[src/rtl/taus_pkg.sv]
// Shared constants, seed derivation and FSM encodings for the three-component
// Tausworthe generator and its stream checker.
package taus_pkg;

  localparam int          Q0  = 13;
  localparam int          SR0 = 19;
  localparam logic [31:0] M0  = 32'hFFFF_FFFE;
  localparam int          SL0 = 12;
  localparam int          K0  = 31;

  localparam int          Q1  = 2;
  localparam int          SR1 = 25;
  localparam logic [31:0] M1  = 32'hFFFF_FFF8;
  localparam int          SL1 = 4;
  localparam int          K1  = 29;

  localparam int          Q2  = 3;
  localparam int          SR2 = 11;
  localparam logic [31:0] M2  = 32'hFFFF_FFF0;
  localparam int          SL2 = 17;
  localparam int          K2  = 28;

  typedef enum logic [1:0] {
    ST_IDLE = 2'd0,
    ST_RUN  = 2'd1,
    ST_DONE = 2'd2
  } taus_state_e;

  function automatic logic [31:0] taus_seed(input logic [31:0] d, input int q, input int k);
    return ((d ^ (d << q)) >> k) ^ d;
  endfunction

  function automatic logic [31:0] taus_comp_step(input logic [31:0] s, input int q,
                                                 input int sr, input logic [31:0] m,
                                                 input int sl);
    return (((s << q) ^ s) >> sr) ^ ((s & m) << sl);
  endfunction

endpackage

[src/rtl/taus_step.sv]
// One combinational step of the combined Tausworthe generator; shared by the
// generator and the checker so both advance identically.
module taus_step (
  input  logic [31:0] i_s0,
  input  logic [31:0] i_s1,
  input  logic [31:0] i_s2,
  output logic [31:0] o_s0,
  output logic [31:0] o_s1,
  output logic [31:0] o_s2,
  output logic [31:0] o_word
);
  import taus_pkg::*;

  assign o_s0   = taus_comp_step(i_s0, Q0, SR0, M0, SL0);
  assign o_s1   = taus_comp_step(i_s1, Q1, SR1, M1, SL1);
  assign o_s2   = taus_comp_step(i_s2, Q2, SR2, M2, SL2);
  assign o_word = o_s0 ^ o_s1 ^ o_s2;

endmodule

[config.mk]
export PLATFORM = sky130hd
export DESIGN_NAME = taus_step
export DESIGN_NICKNAME = d
export VERILOG_FILES = /design/src/rtl/taus_pkg.sv /design/src/rtl/taus_step.sv
export SDC_FILE = /design/constraint.sdc
export NUM_CORES = 1
export LEC_CHECK = 0
export BUFFER_PORTS_ARGS = -buffer_cell sky130_fd_sc_hd__buf_2
export CAP_MARGIN = 20
export CORE_AREA = 4 4 85 87
export DETAILED_ROUTE_END_ITERATION = 7
export DIE_AREA = 0 0 89 91
export PLACE_DENSITY = 0.72
export SLEW_MARGIN = 20
export SYNTH_ARGS = -nofsm -noshare
export SYNTH_HDL_FRONTEND = slang
export SYNTH_SLANG_ARGS = --single-unit
[constraint.sdc]
create_clock -name vclk -period 1.7
set_input_delay 0.51 -clock vclk [all_inputs]
set_output_delay 0.51 -clock vclk [all_outputs]
set_load 0.005 [all_outputs]
==> results.sh, run 1 <==
export IMPL_worstSetupPathType="in2out"
export IMPL_drcViolationCount=0
export IMPL_synth_warnings=0
export IMPL_viasPerCell=3.89
export IMPL_worstMarginPinSlew_ps=231
export IMPL_dp_cells=417
export IMPL_grt_pass1_vias=1775
export IMPL_cp_depth=4
export IMPL_slowest_stage="xor3_1"
export IMPL_wl_per_cell_um=14.1
export IMPL_setup_ws_ps=-152
export IMPL_critical_path_arrival_ps=1340
export IMPL_yosys_area_share_adder_pct=0
export IMPL_min_period_over_period_pct=109
export IMPL_grt_use_total_pct=12.9
export IMPL_synth_compound_area_share_pct=0
export IMPL_synth_cells=147
export IMPL_synthXorXnorAreaFrac_pct=70.8
export IMPL_port_buffers=216
export IMPL_num_nets_final=454
export IMPL_drtAntennaViolNets=0
export IMPL_finalHoldViolCount=0
export IMPL_seq_cells=0
export IMPL_max_freq_mhz=540
export IMPL_crit_family="XOR/XNOR gates"
export IMPL_vias=1683
export IMPL_synth_nets=243
export IMPL_fin_tns_setup_ps=-1410
export IMPL_ys_seq_area_share_pct=0
export IMPL_rsz0062_at_grt="true"
export IMPL_start_kind="input port"
export IMPL_die_width_um=89
export IMPL_gp_congestion=0.847
export IMPL_crit_start="i_s2[8]"
export IMPL_maxCapViolations=0
export IMPL_synth_mux_area_share_pct=0
export IMPL_cp_required_ps=1190
export IMPL_wl_um=6090
export IMPL_slowest_delay_ps=420
export IMPL_antenna_cells=0
export IMPL_synth_simple_area_share_pct=0
export IMPL_p_leak_uw=0.00177
export IMPL_end_kind="output pin"
export IMPL_finalSetupViolCount=13
export IMPL_regArea_sq_um=0
export IMPL_antenna_found_initial=0
export IMPL_worst_path_max_fanout=2
export IMPL_dp_final_hpwl_um=5210
export IMPL_die_area_sq_um=8100
export IMPL_utilization_pct=52.1
export IMPL_synth_top_family_by_area="XOR/XNOR gates"
export IMPL_clockBufferCount=0
export IMPL_crit_end="o_word[0]"
export IMPL_syn_to_final_growth_pct=134
export IMPL_grt_first_pass_wirelength_um=8470
export IMPL_syn_area_sq_um=1410
export IMPL_stdcell_count=433
export IMPL_path_cells="buf_8, xor2_4, xor3_1, buf_2"
export IMPL_status="finished, violations left"
export IMPL_avgSynthCellArea_sq_um=9.62
export IMPL_rows=29
export IMPL_drtIter0Drc=10
export IMPL_slew_headroom_pct=84.6
export IMPL_grt_max_degree=5
export IMPL_violations="negative setup slack"
export IMPL_io_pins=224
export IMPL_fin_crit_ps=1850
export IMPL_layout_drive_gt1_share_pct=86.8
export IMPL_postCtsHoldBufs=0
export IMPL_synth_top_area_cell="buf_4"
export IMPL_die_h_um=91
export IMPL_final_cell_mix="184 x buf_2, 36 x buf_4, 28 x xor2_2"
export IMPL_peakVddDrop_v=0.000226
export IMPL_path_buf_inv=2
export IMPL_grt_ovfl_total=0
export IMPL_slew_violations=0
export IMPL_synthDistinctLibCells=4
export IMPL_start_util_pct=22.3
export IMPL_core_area_sq_um=6350
export IMPL_layout_commonest_cell="buf_2"
export IMPL_synth_top_area_share_pct=29.2
export IMPL_power_density_nw_per_um2=374
export IMPL_synth_area_leaders="buf_4 29%, xor2_1 25%, xnor2_1 24%"
export IMPL_hp_class="in2out"
export IMPL_dr_pass1_iters=4
[worst min path at each step]
stage                      end  cells past startpoint     start
floorplan           o_word[21]                      1  i_s1[17]
detailed placement     o_s1[8]                      2   i_s1[4]
global route          o_s2[31]                      2  i_s2[14]
CTS                    o_s1[8]                      2   i_s1[4]
global placement       o_s1[8]                      2   i_s1[4]
finish                o_s2[31]                      2  i_s2[14]
[synth_stat cells]
master and count:
buf_4 55, xor3_1 13, xnor2_1 38, xor2_1 41
[where the power goes]
group / leakage (uW) / switching [uW] / internal (uW)
Clock: 0 / 0 / 0
Combinational: 0.00177 / 475 / 765
Sequential: 0 / 0 / 0
Total: 0.00177 / 475 / 765
[repair_timing]
item | 4_1_cts | 5_1_grt
hold endpoints to repair | 0 | 0
resized for setup | 90 | 60
setup endpoints to repair | 25 | 28
buffers inserted | 11 | 6
pin swaps | 44 | 31
[logic make-up (layout without fill, tap and decap cells)]
kind of cell | after synthesis | after routing
xor gates and xnor gates | 92 | 92
buffers and inverters | 55 | 264
[final cells by class]
class,instances,area [sq um]
tap,77,96.3
fill,583,3040
timing repair buffer,264,1770
multi-input combinational,92,1440
[stage by stage]
step / total power, uW / setup slack [ps] / hold WS [ps] / instance area (sq um)
2_1_floorplan: 515 / 36.3 / 1080 / 1410
3_3_place_gp: 996 / -255 / 1210 / 2420
3_5_place_dp: 1010 / -268 / 1210 / 2420
4_1_cts: 1170 / -165 / 1210 / 2980
5_1_grt: 1340 / -200 / 1210 / 3310
6_report: 1240 / -152 / 1210 / 3310
[per-layer routing]
layer,global-route usage (%),wire [um],up-vias
met5,0,0,-
met4,0.868,38,0
met3,1.63,620,4
met2,27.7,3530,110
met1,13.0,1900,776
li1,-,-,793
(Power assumes the default switching activity.)
==> run 2: changes to the inputs <==
- clock period: 1.7 -> 2.1 ns (I/O delays scaled with it)
==> run 2 against run 1 <==
Compared with the run above:
- the flow now finishes without violations
- sequential cell count unchanged
- core utilization down 8.7 points
- critical endpoint is now o_word[5]
- clock-buffer cell count did not move
- largest cell class unchanged
- critical path type unchanged
==> results.sh, run 2 (synthesis gave the netlist of run 1 again) <==
export IMPL_finalSetupViolCount=0
export IMPL_finalHoldViolCount=0
export IMPL_p_int_uw=524
export IMPL_end_kind="output pin"
export IMPL_final_cell_mix="201 x buf_2, 38 x xnor2_1, 29 x buf_4"
export IMPL_fillers=639
export IMPL_power_density_nw_per_um2=317
export IMPL_grt_use_total_pct=12.2
export IMPL_rsz0062_at_grt="true"
export IMPL_setup_ws_ps=0.559
export IMPL_peakVddDrop_v=0.000206
export IMPL_antenna_found_initial=0
export IMPL_min_period_over_period_pct=100
export IMPL_hp_class="in2out"
export IMPL_core_area_sq_um=6350
export IMPL_critical_path_arrival_ps=1470
export IMPL_max_freq_mhz=476
export IMPL_slew_headroom_pct=82.4
export IMPL_worst_path_max_fanout=2
export IMPL_crit_end="o_word[5]"
export IMPL_grt_pass1_vias=1666
export IMPL_p_seq_share_pct=0
export IMPL_clockBufferCount=0
export IMPL_cp_required_ps=1470
export IMPL_holdWs_ps=1440
export IMPL_crit_start="i_s2[16]"
export IMPL_grt_ovfl_total=0
export IMPL_slew_violations=0
export IMPL_seq_cells=0
export IMPL_wl_per_cell_um=13.8
export IMPL_fin_crit_ps=2100
export IMPL_gp_congestion=0.854
export IMPL_rows=29
export IMPL_start_kind="input port"
export IMPL_viasPerCell=3.89
export IMPL_worstMarginPinSlew_ps=263
export IMPL_dr_pass1_iters=3
export IMPL_num_nets_final=433
export IMPL_multi_input_area_sq_um=1240
export IMPL_stdcell_count=412
export IMPL_drtIter0Drc=11
export IMPL_switchingPower_uw=351
export IMPL_clockPowerShare_pct=0
export IMPL_drtAntennaViolNets=0
export IMPL_dp_cells=402
export IMPL_io_pins=224
export IMPL_grt_first_pass_wirelength_um=8050
export IMPL_wl_um=5690
export IMPL_status="completed"
export IMPL_dp_slack_ps=-131
export IMPL_utilization_pct=43.4
export IMPL_die_width_um=89
export IMPL_layout_commonest_cell="buf_2"
export IMPL_port_buffers=216
export IMPL_die_area_sq_um=8100
export IMPL_antenna_cells=0
export IMPL_vias=1604
export IMPL_regArea_sq_um=0
export IMPL_maxCapViolations=0
export IMPL_dp_final_hpwl_um=5090
export IMPL_p_sw_share_pct=40.1
export IMPL_start_util_pct=22.3
export IMPL_p_leak_uw=0.00152
export IMPL_die_h_um=91
export IMPL_pwr_share_comb_pct=100.0
export IMPL_worstSetupPathType="in2out"
export IMPL_syn_to_final_growth_pct=95.0
export IMPL_grt_max_degree=5
export IMPL_drcViolationCount=0
export IMPL_layout_drive_gt1_share_pct=80.6
-- run 2: changes by cell type in the layout (fill, tap and decap cells not counted) --
| cell | before | now |
|---|---|---|
| xor2_1 | 7 | 14 |
| buf_8 | 16 | 5 |
| xnor2_2 | 8 | 0 |
| buf_6 | 25 | 4 |
| buf_12 | 3 | 4 |
| xnor2_1 | 27 | 38 |
| xor2_2 | 28 | 24 |
| xor2_4 | 6 | 3 |
| xnor2_4 | 3 | 0 |
| buf_4 | 36 | 29 |
| buf_2 | 184 | 201 |
-- run 2: repair_timing --
item,4_1_cts,5_1_grt
pin swaps,17,13
endpoints found under the setup margin,10,11
hold buffers,0,0
resized for setup,43,30
buffers inserted,4,6
-- run 2: layout make-up --
cell class	instances	area share, %
Multi-Input combinational cell	92	44.9
Tap cell	77	3.49
Timing Repair Buffer	243	51.6
-- run 2: worst min path at each step --
stage	start	end	slack, ps	depth (start not counted)
detailed placement	i_s1[3]	o_s1[7]	1450	2
global placement	i_s1[4]	o_s1[8]	1450	2
CTS	i_s1[3]	o_s1[7]	1450	2
global route	i_s2[12]	o_s2[29]	1450	2
finish	i_s2[12]	o_s2[29]	1440	2
floorplan	i_s1[17]	o_word[21]	1320	1
-- run 2: stage by stage --
stage	area, sq um	total power (uW)	TNS (ps)
global placement	2310	780	-521
global route	2760	951	-202
detailed placement	2310	794	-704
CTS	2570	851	-65.6
floorplan	1410	417	0
finish	2760	875	0
-- run 2: power by group through the flow --
stage,Combinational (uW),Clock (uW),Sequential (uW)
2_1_floorplan,417,0,0
3_3_place_gp,780,0,0
3_5_place_dp,794,0,0
4_1_cts,851,0,0
5_1_grt,951,0,0
6_report,875,0,0
-- run 2: per-layer routing --
| layer | up-vias | global-route usage [%] | part of all wire (%) |
|---|---|---|---|
| met5 | - | 0 | 0 |
| met2 | 112 | 25.6 | 58 |
| met3 | 6 | 1.81 | 11 |
| met4 | 0 | 1.12 | 0.88 |
| met1 | 729 | 12.6 | 30 |
| li1 | 757 | - | - |
-- run 2: critical path, stage by stage --
cell	delay (ps)
buf_8	110
xor2_2	160
xor3_1	430
buf_2	140
==> run 3: changes to the inputs <==
- BUFFER_PORTS_ARGS: -buffer_cell sky130_fd_sc_hd__buf_2 -> -buffer_cell sky130_fd_sc_hd__buf_4
==> run 3 against run 2 <==
Compared with the run above:
- the run now ends with negative setup slack left
- sequential cell count stayed put
- routed wire length is 10% higher
- total power is 28% higher
- die area stayed put
- final area is 23% higher
- clock-buffer cell count stayed put
- critical path depth stayed put
==> results.sh, run 3 (synthesis gave the netlist of run 1 again) <==
export IMPL_status="finished, violations left"
export IMPL_violations="negative setup slack"
export IMPL_worstSetupPathType="in2out"
export IMPL_clockBufferCount=0
export IMPL_switchingPower_uw=381
export IMPL_vias=1653
export IMPL_worstMarginPinSlew_ps=260
export IMPL_grt_use_total_pct=13.0
export IMPL_die_area_sq_um=8100
export IMPL_hold_start="i_s1[3]"
export IMPL_wl_um=6260
export IMPL_die_width_um=89
export IMPL_start_kind="input port"
export IMPL_antenna_found_initial=0
export IMPL_p_leak_uw=0.00176
export IMPL_critical_path_arrival_ps=1480
export IMPL_fillers=578
export IMPL_total_power_uw=1120
export IMPL_grt_first_pass_wirelength_um=8510
export IMPL_grt_ovfl_total=0
export IMPL_seq_cells=0
export IMPL_fin_crit_ps=2110
export IMPL_dr_wl_met2_um=3660
export IMPL_cp_required_ps=1470
export IMPL_drtAntennaViolNets=0
export IMPL_dr_pass1_iters=4
export IMPL_syn_to_final_growth_pct=140
export IMPL_dp_final_hpwl_um=5550
export IMPL_start_util_pct=22.3
export IMPL_setup_ws_ps=-10.5
export IMPL_layout_drive_gt1_share_pct=81.3
export IMPL_rows=29
export IMPL_grt_pass1_vias=1759
export IMPL_peakVddDrop_v=0.000200
export IMPL_rsz0062_at_grt="true"
export IMPL_finalHoldViolCount=0
export IMPL_wl_met3_um=725
export IMPL_regArea_sq_um=0
export IMPL_finalSetupViolCount=2
export IMPL_pwr_share_comb_pct=100.0
export IMPL_maxCapViolations=0
export IMPL_slew_violations=0
export IMPL_gp_congestion=0.824
export IMPL_p_sw_share_pct=34.1
export IMPL_final_cell_mix="239 x buf_4, 38 x xnor2_1, 22 x xor2_2"
export IMPL_num_nets_final=445
export IMPL_die_h_um=91
export IMPL_port_buffers=216
export IMPL_stdcell_count=424
export IMPL_drt_met1_wl_um=1810
export IMPL_highest_layer="met4"
export IMPL_wl_per_cell_um=14.8
export IMPL_grt_max_degree=5
export IMPL_postCtsHoldBufs=0
export IMPL_drcViolationCount=0
export IMPL_hp_class="in2out"
export IMPL_drtIter0Drc=7
export IMPL_slew_headroom_pct=82.6
export IMPL_max_freq_mhz=474
export IMPL_layout_commonest_cell="buf_4"
export IMPL_min_period_over_period_pct=101
export IMPL_viasPerCell=3.90
export IMPL_antenna_cells=0
export IMPL_worst_path_max_fanout=3
export IMPL_fin_tns_setup_ps=-16.0
export IMPL_clockPowerShare_pct=0
export IMPL_p_int_uw=736
export IMPL_power_density_nw_per_um2=329
export IMPL_crit_start="i_s2[12]"
export IMPL_io_pins=224
export IMPL_p_seq_share_pct=0
export IMPL_core_area_sq_um=6350
export IMPL_dp_cells=418
export IMPL_end_kind="output pin"
-- run 3: power by group through the flow --
stage | Sequential (uW) | Clock (uW) | Combinational (uW)
2_1_floorplan | 0 | 0 | 417
3_3_place_gp | 0 | 0 | 1030
3_5_place_dp | 0 | 0 | 1040
4_1_cts | 0 | 0 | 1100
5_1_grt | 0 | 0 | 1190
6_report | 0 | 0 | 1120
-- run 3: layout make-up --
| cell class | count | area (sq um) | share of cell area [%] |
|---|---|---|---|
| repair buffers | 255 | 2040 | 60.0 |
| multi-input cells | 92 | 1260 | 37.1 |
| well taps | 77 | 96.3 | 2.84 |
-- run 3: repair_timing --
item                       in CTS  in global routing
resized for setup              36                 27
pin swaps                      11                 13
setup endpoints to repair      13                  9
setup buffers                   4                  2
-- run 3: metal layers --
| metal | vias up | track usage, % |
|---|---|---|
| met2 | 114 | 27.5 |
| met3 | 4 | 2.81 |
| met5 | - | 0 |
| met4 | 0 | 1.12 |
| met1 | 758 | 12.7 |
| li1 | 777 | - |
-- run 3: worst paths after layout --
path,to,depth (start not counted),slack (ps)
max,o_word[4],4,-10
min,o_s1[7],2,1440
-- run 3: worst max-delay path, cell delays in order --
cell	delay [ps]
buf_12	110
xor2_2	170
xor3_1	420
buf_4	150
-- run 3: metrics by stage --
step	hold slack [ps]	instance area (sq um)	util [%]	setup slack, ps
final	1440	3390	53.4	-10.5
after global placement	1440	2970	46.7	-163
after global routing	1450	3390	53.4	-60.4
after floorplan	1320	1410	-	196
after detailed placement	1440	2970	46.7	-170
after CTS	1440	3220	50.7	-33.9
